File: src/rtl/dispenser_pkg.sv
// Shared definitions for the soda machine actuator back end.
// - T-code constants shared with the coin-acceptance FSM
// - FSM state encoding of the dispenser
// - job descriptor {d, n5, n10} plus decode / sequencing helpers
package dispenser_pkg;

  localparam logic [1:0] T0  = 2'b00;  // no change
  localparam logic [1:0] T5  = 2'b01;  // one 5c coin
  localparam logic [1:0] T10 = 2'b10;  // one 10c coin
  localparam logic [1:0] T20 = 2'b11;  // two 10c coins

  typedef enum logic [2:0] {
    StIdle,
    StProd,
    StCoin5,
    StCoin10,
    StGap,
    StFault
  } state_e;

  typedef struct packed {
    logic       d;
    logic       n5;
    logic [1:0] n10;
  } job_t;

  function automatic job_t decode_job(input logic d1, input logic [1:0] t);
    job_t j;
    j.d  = d1;
    j.n5 = (t == T5);
    case (t)
      T10:     j.n10 = 2'd1;
      T20:     j.n10 = 2'd2;
      default: j.n10 = 2'd0;
    endcase
    return j;
  endfunction

  function automatic logic has_work(input job_t j);
    return j.d | j.n5 | (j.n10 != 2'd0);
  endfunction

  // First handshake of the remaining work; StIdle means nothing left.
  function automatic state_e first_state(input job_t j);
    if (j.d)                 return StProd;
    else if (j.n5)           return StCoin5;
    else if (j.n10 != 2'd0)  return StCoin10;
    else                     return StIdle;
  endfunction

endpackage

File: src/rtl/handshake_timer.sv
// Timeout guard for one req/ack handshake.
// Ports:
//   clk, rst  - clock, asynchronous active-low reset
//   run       - req high and no ack this cycle; counter clears whenever low
//   expire    - this is the last allowed cycle without ack
module handshake_timer #(
  parameter int unsigned TIMEOUT_CYC = 1000,
  parameter int unsigned TMR_W       = 10
) (
  input  logic clk,
  input  logic rst,
  input  logic run,
  output logic expire
);

  localparam logic [TMR_W-1:0] LastCnt = TMR_W'(TIMEOUT_CYC - 1);

  logic [TMR_W-1:0] cnt_q, cnt_d;

  always_comb begin
    cnt_d = run ? cnt_q + 1'b1 : '0;
  end

  always_ff @(posedge clk or negedge rst) begin
    if (!rst) cnt_q <= '0;
    else      cnt_q <= cnt_d;
  end

  assign expire = run && (cnt_q == LastCnt);

endmodule

File: src/rtl/dispensa_troco.sv
// Actuator back end: turns dispense/change codes into req/ack handshakes.
// Ports:
//   clk, rst                    - clock, asynchronous active-low reset
//   D1, T                       - event code pair from the vending FSM (one cycle)
//   prod_req / prod_ack         - product gate handshake
//   coin5_req, coin10_req       - coin ejector requests, shared coin_ack
//   clr_fault                   - operator clear
//   busy, fault, ovf            - front panel status
module dispensa_troco
  import dispenser_pkg::*;
#(
  parameter int unsigned TIMEOUT_CYC = 1000,
  parameter int unsigned TMR_W       = 10
) (
  input  logic       clk,
  input  logic       rst,
  input  logic       D1,
  input  logic [1:0] T,
  output logic       prod_req,
  input  logic       prod_ack,
  output logic       coin5_req,
  output logic       coin10_req,
  input  logic       coin_ack,
  input  logic       clr_fault,
  output logic       busy,
  output logic       fault,
  output logic       ovf
);

  state_e state_q, state_d;
  job_t   act_q, act_d;
  job_t   pend_q, pend_d;
  logic   pend_vld_q, pend_vld_d;
  logic   ovf_q, ovf_d;
  logic   prod_req_q, coin5_req_q, coin10_req_q;
  logic   prod_req_d, coin5_req_d, coin10_req_d;

  logic ev;
  job_t ev_job;
  logic ack_hit;
  logic tmo;
  logic queue_ev;  // event must go to the pending slot (or be dropped)

  assign ev     = D1 | (T != T0);
  assign ev_job = decode_job(D1, T);

  // An ack only counts while its own req is actually high.
  assign ack_hit = (prod_req_q & prod_ack) | ((coin5_req_q | coin10_req_q) & coin_ack);

  handshake_timer #(
    .TIMEOUT_CYC(TIMEOUT_CYC),
    .TMR_W      (TMR_W)
  ) u_timer (
    .clk   (clk),
    .rst   (rst),
    .run   ((prod_req_q | coin5_req_q | coin10_req_q) & ~ack_hit),
    .expire(tmo)
  );

  always_comb begin
    state_d    = state_q;
    act_d      = act_q;
    pend_d     = pend_q;
    pend_vld_d = pend_vld_q;
    ovf_d      = ovf_q & ~clr_fault;
    queue_ev   = 1'b0;

    case (state_q)
      StIdle: begin
        if (ev) begin
          act_d   = ev_job;
          state_d = first_state(ev_job);
        end
      end
      StProd, StCoin5, StCoin10: begin
        queue_ev = ev;
        if (ack_hit) begin
          state_d = StGap;
          if (state_q == StProd)       act_d.d   = 1'b0;
          else if (state_q == StCoin5) act_d.n5  = 1'b0;
          else                         act_d.n10 = act_q.n10 - 2'd1;
        end else if (tmo) begin
          state_d = StFault;
        end
      end
      StGap: begin
        if (has_work(act_q)) begin
          state_d  = first_state(act_q);
          queue_ev = ev;
        end else if (pend_vld_q) begin
          // Completion: promote pending; a same-cycle event refills the slot.
          act_d   = pend_q;
          state_d = first_state(pend_q);
          if (ev) pend_d = ev_job;
          else    pend_vld_d = 1'b0;
        end else if (ev) begin
          act_d   = ev_job;
          state_d = first_state(ev_job);
        end else begin
          state_d = StIdle;
        end
      end
      StFault: begin
        if (clr_fault) state_d = StIdle;
        else if (ev)   ovf_d   = 1'b1;
      end
      default: state_d = StIdle;
    endcase

    if (queue_ev) begin
      if (!pend_vld_q) begin
        pend_d     = ev_job;
        pend_vld_d = 1'b1;
      end else begin
        ovf_d = 1'b1;
      end
    end

    if (state_d == StFault) begin
      act_d      = '0;
      pend_vld_d = 1'b0;
    end

    // Leaving IDLE costs one cycle before the req rises; GAP pre-arms the
    // next req so the low time between handshakes is exactly one cycle.
    prod_req_d   = (state_d == StProd)   && (state_q != StIdle);
    coin5_req_d  = (state_d == StCoin5)  && (state_q != StIdle);
    coin10_req_d = (state_d == StCoin10) && (state_q != StIdle);
  end

  always_ff @(posedge clk or negedge rst) begin
    if (!rst) begin
      state_q      <= StIdle;
      act_q        <= '0;
      pend_q       <= '0;
      pend_vld_q   <= 1'b0;
      ovf_q        <= 1'b0;
      prod_req_q   <= 1'b0;
      coin5_req_q  <= 1'b0;
      coin10_req_q <= 1'b0;
    end else begin
      state_q      <= state_d;
      act_q        <= act_d;
      pend_q       <= pend_d;
      pend_vld_q   <= pend_vld_d;
      ovf_q        <= ovf_d;
      prod_req_q   <= prod_req_d;
      coin5_req_q  <= coin5_req_d;
      coin10_req_q <= coin10_req_d;
    end
  end

  assign prod_req   = prod_req_q;
  assign coin5_req  = coin5_req_q;
  assign coin10_req = coin10_req_q;
  assign busy       = (state_q != StIdle) | pend_vld_q;
  assign fault      = (state_q == StFault);
  assign ovf        = ovf_q;

endmodule
File: config.mk
export PLATFORM = sky130hd
export DESIGN_NAME = dispensa_troco
export DESIGN_NICKNAME = d
export VERILOG_FILES = /design/src/rtl/dispenser_pkg.sv /design/src/rtl/handshake_timer.sv /design/src/rtl/dispensa_troco.sv
export SDC_FILE = /design/constraint.sdc
export NUM_CORES = 1
export LEC_CHECK = 0
export BUFFER_PORTS_ARGS = -buffer_cell sky130_fd_sc_hd__buf_4
export CORE_MARGIN = 1.5
export CORE_UTILIZATION = 59
export CTS_CLUSTER_SIZE = 24
export DETAILED_ROUTE_END_ITERATION = 16
export GPL_TIMING_DRIVEN = 0
export PLACE_DENSITY = 0.87
export SLEW_MARGIN = 20
export SYNTH_ARGS = -nofsm -noshare
export SYNTH_HDL_FRONTEND = slang
export SYNTH_SLANG_ARGS = --single-unit
File: constraint.sdc
create_clock -name clk -period 2.95 [get_ports clk]
set_clock_uncertainty 0.2 [all_clocks]
set_input_delay 0.59 -clock clk [delete_from_list [all_inputs] [get_ports clk]]
set_output_delay 0.59 -clock clk [all_outputs]
set_load 0.05 [all_outputs]
Word level (Yosys, flattened, before mapping)

Cells that the tools add are included.

Bits in registers: 26
Input port bits: 8

Add/subtract/negate cells: 2
Equal/unequal tests: 19
Muxes and demuxes: 49
Bitwise logic cells: 14
Reduce and logical (&&, ||, !) cells: 15

Operator list:

| kind                  | number |
|---|---|
| $mux 4                | 11 |
| $mux 3                | 8 |
| $mux 2                | 10 |
| $ne 3x3->1 const B    | 6 |
| $mux 1                | 15 |
| $eq 3x2->1 const B    | 4 |
| $pmux 3 s4            | 1 |
| $pmux 4 s3            | 1 |
| $add 10x1->10 const B | 1 |
| $eq 10x10->1 const B  | 1 |
| $mux 10               | 1 |
| $reduce_and 5->1      | 2 |
| $eq 3x3->1 const B    | 3 |
| $or 1x1->1            | 8 |
| $reduce_bool 2->1     | 4 |
| $eq 3x1->1 const B    | 2 |
| $and 1x1->1           | 4 |
| $eq 2x2->1 const B    | 2 |
| $logic_and 1x1->1     | 4 |
| $pmux 2 s2            | 1 |
| $reduce_and 4->1      | 1 |
| $reduce_bool 4->1     | 1 |
| $logic_not 3->1       | 1 |
| $reduce_bool 3->1     | 1 |
| 5 further kinds       | 6 |

Logic depth before layout (Yosys ltp)

Depth after elaboration: 13
Depth in mapped cells: 9
Gate-level depth less buffers: 8

Hierarchy

From an unflattened synthesis, not the netlist that was laid out.

Cell total of the unflattened synthesis: 188
Area, all modules: 1681.6 um2

By module, submodules not included:

| module          | times used | cells each | area an instance (um2) | seq. area each (um2) |
|---|---|---|---|---|
| dispensa_troco  | 1          | 142        | 1203.7                 | 400.4 |
| handshake_timer | 1          | 46         | 478.0                  | 250.2 |

Worst setup path after synthesis

OpenSTA, ideal clock, no wires.

Path kind: reg-to-reg
Start: register act_q[0] in the netlist's numbering
End: register pend_q[0] in the netlist's numbering
Arrival: 1750 ps
Path slack: 875 ps
Stages on the path, launching flop included: 9
Path buffers: 1
Clock period less this slack: 2075 ps
Path through: dfrtp_1 inv_1 ha_1 or3b_1 buf_2 xnor2_1 o21ai_1 nand2_1 mux2_2

RTL lines:

| item                     | RTL line              | text |
|---|---|---|
| start: declaration       | dispensa_troco.sv:31  | `job_t act_q, act_d;` |
| start signal: assignment | dispensa_troco.sv:143 | `act_q <= act_d;` |
| end signal: assignment   | dispensa_troco.sv:144 | `pend_q <= pend_d;` |
| end: declaration         | dispensa_troco.sv:32  | `job_t pend_q, pend_d;` |

==> reports/qor.yml <==
fp.dieArea_sq_mm: 0.00311
grt.total_usage_pct: 28.2
dieWidth_um: 55.7
grt_pass1_wl_um: 6890
core_area_sq_mm: 0.00254
ys_ff_latch: 26
synth.yosys.seq_area_share_pct: 39.7
hpwl_um: 2870
final_nets: 208
first_iter_violations: 87
viasPerCell: 6.67
cp.depth: 7
arrival_ps: 2450
cts_setup_buffers: 0
numPortBuffers: 12
antenna_found_initial: 0
r2r-start: "act_q[0]"
gp_congestion: 0.934
dp.cells: 222
cts_made_buffers: 3
synth_cell_types: 57
synth_fp_nets: 190
n_fill_cell: 196
r2r.worst_path.cells: 7
ys_warn_count: 0
area_delta_synth_final_pct: 11.6
power.leakage_nw: 0.800
ant_nets: 0
startpoint_type: "flop"
routed_wl_um: 4050
crit_type: "reg2reg"
grt_pass1_vias: 1496
cts_resized: 0
drc: 0
worst_slew_margin_rel_pct: 55.7
period_share_pct: 81.9
rsz0062_at_grt: "false"
whs_ps: 267
tns_ps: 0
crit_buf_inv: 1
firstDrtPassIters: 5
peakVddDrop_mv: 0.983
start_util_pct: 64.5
overflow: 0
max_stage_delay_ps: 580
postSynth.asyncResetShare_pct: 100
clock-root-buffer: "clkbuf_4"
clkSinkCount: 26
fmax_mhz: 414
worst_pin_slew_ps: 663
fin_crit_ps: 2420
power_density_mw_per_mm2: 1100
cp-end-kind: "flop"
clk_latency_ps: 330
cp-endpoint: "pend_q[1]"
netlist_area_sq_mm: 0.00164
hold_class: "in2reg"
synth_edf_count: 0
worstPathRequired_ps: 2980
cp_slowest_cell: "nor3b_1"
reg2reg_setup_slack_ps: 530
htreeDepth: 1
cp_top_family: "simple AND/OR/NAND/NOR gates"
cap_violations: 0
crit_chain: "inv_1 > ha_1 > nor3b_1 > nor3_1 > a21oi_1 > o22ai_1 > a32o_1"
dieHeight_um: 55.7
outcome: "finished clean"
ys.flop_type: "dfrtp_1"
cp_max_fo: 5
pin_count: 14
fin_cells: 227
postSynthAreaPerCell_sq_um: 9.11
r2r_end: "pend_q[1]"
syn_inst: 180
max-clock-path-buffers: 2
layout-drive-gt1-share_pct: 21.3
critPathLaunch: "act_q[0]"
cts_tree: "done"
setup_viol: 0
diodes: 0
path_clk_slew_ps: 150
drv_slew: 0
hold_viol: 0
avgRoutedWirePerCell_um: 17.8
num_vias: 1515
rows: 18
grt_start_max_net_pins: 27
## synthesized netlist by cell type, types with 3 or more instances
| library cell | number | area [sq um] |
|---|---|---|
| dfrtp_1 | 26 | 651 |
| nor2_1 | 21 | 78.8 |
| nand2_1 | 11 | 41.3 |
| nand3_1 | 11 | 55.1 |
| buf_2 | 8 | 40.0 |
| a21oi_1 | 7 | 35.0 |
| inv_1 | 7 | 26.3 |
| o21ai_0 | 7 | 35.0 |
| xor2_1 | 5 | 43.8 |
| a211oi_1 | 4 | 30.0 |
| a31oi_1 | 4 | 25.0 |
| nor3_1 | 4 | 20.0 |
| xnor2_1 | 4 | 35.0 |
| a311oi_1 | 3 | 26.3 |
| a32oi_1 | 3 | 26.3 |
| and3_1 | 3 | 18.8 |
| o21bai_1 | 3 | 22.5 |
| or3_1 | 3 | 18.8 |
## worst register-to-register path, delay by kind of cell (launching register included)
kind            cells  cell delay (ps)
flops               1              450
buf+inv             1               80
simple gates        2              720
compound gates      3              670
fa+ha+maj           1              210
## timing repair
action,4_1_cts,5_1_grt
hold buffers,1,0
endpoints found under the hold margin,26,0
setup endpoints to repair,0,0
## worst min-delay path by stage
stage,depth (start not counted),end,start
after CTS,2,ovf,clr_fault
final,2,ovf,clr_fault
after global routing,2,ovf,clr_fault
after global placement,1,u_timer.cnt_q[0],u_timer.cnt_q[0]
after floorplan,0,act_q[0],rst
after detailed placement,1,u_timer.cnt_q[0],u_timer.cnt_q[0]
## stage by stage
| stage | total power (W) | instance area [sq um] | setup WS [ps] | util (%) |
|---|---|---|---|---|
| after global placement | 0.00168 | 1770 | 686 | 69.5 |
| after detailed placement | 0.00175 | 1770 | 616 | 69.5 |
| final | 0.00202 | 1830 | 534 | 71.9 |
| after global routing | 0.00216 | 1830 | 461 | 71.9 |
| after floorplan | 0.00146 | 1640 | 875 | - |
| after CTS | 0.00200 | 1830 | 619 | 71.9 |
## final cells by class
type,count,area [sq um],area share [%]
buffer,10,47.5,2.60
clock buffer,3,22.5,1.23
clock inverter,1,30.0,1.64
inverter,8,32.5,1.78
multi-input combinational,136,910,49.7
sequential,26,651,35.5
tap,30,37.5,2.05
timing repair buffer,13,100,5.47
## logic make-up after synthesis
group | after synthesis | synth area share, %
simple gates | 71 | 24.0
compound gates | 52 | 23.9
flops | 26 | 39.7
buf+inv | 18 | 4.88
xor+xnor | 9 | 4.81
mux | 2 | 1.30
fa+ha+maj | 2 | 1.53
## layer usage
metal	GRT usage (%)	share of wire [%]	wire length [um]
met1	35.0	41	1650
met2	44.0	47	1900
met3	7.21	8.1	330
met4	17.1	4.2	171
met5	0	0	0
## power breakdown
part	internal, W	switching [W]
sequential	0.000470	0.000105
combinational	0.000468	0.000728
clock	0.000138	0.000113
total	0.00107	0.000946
## sequential cells by signal (all words and copies together) (netlist names)
signal / flops
act_q: 4
coin10_req: 1
coin5_req: 1
ovf: 1
pend_q: 4
pend_vld_q: 1
prod_req: 1
state_q: 3
u_timer.cnt_q: 10
## layout by cell type (no fill, tap or decap), drive strengths merged, types with 2 or more instances in the layout
master   n
or2      3
nand3   11
a21oi    8
inv      8
o22ai    2
clkbuf   5
xnor2    4
a311oi   3
ha       2
a211oi   4
o21ai    9
and3     4
or3b     2
a31oi    4
nor4b    2
nand2   11
dfrtp   26
nor3     5
xor2     5
buf     20
nand2b   2
a32oi    3
a211o    2
nor2    22
or3      3
o21bai   3
Note: power is estimated with default switching activity, not from simulation.
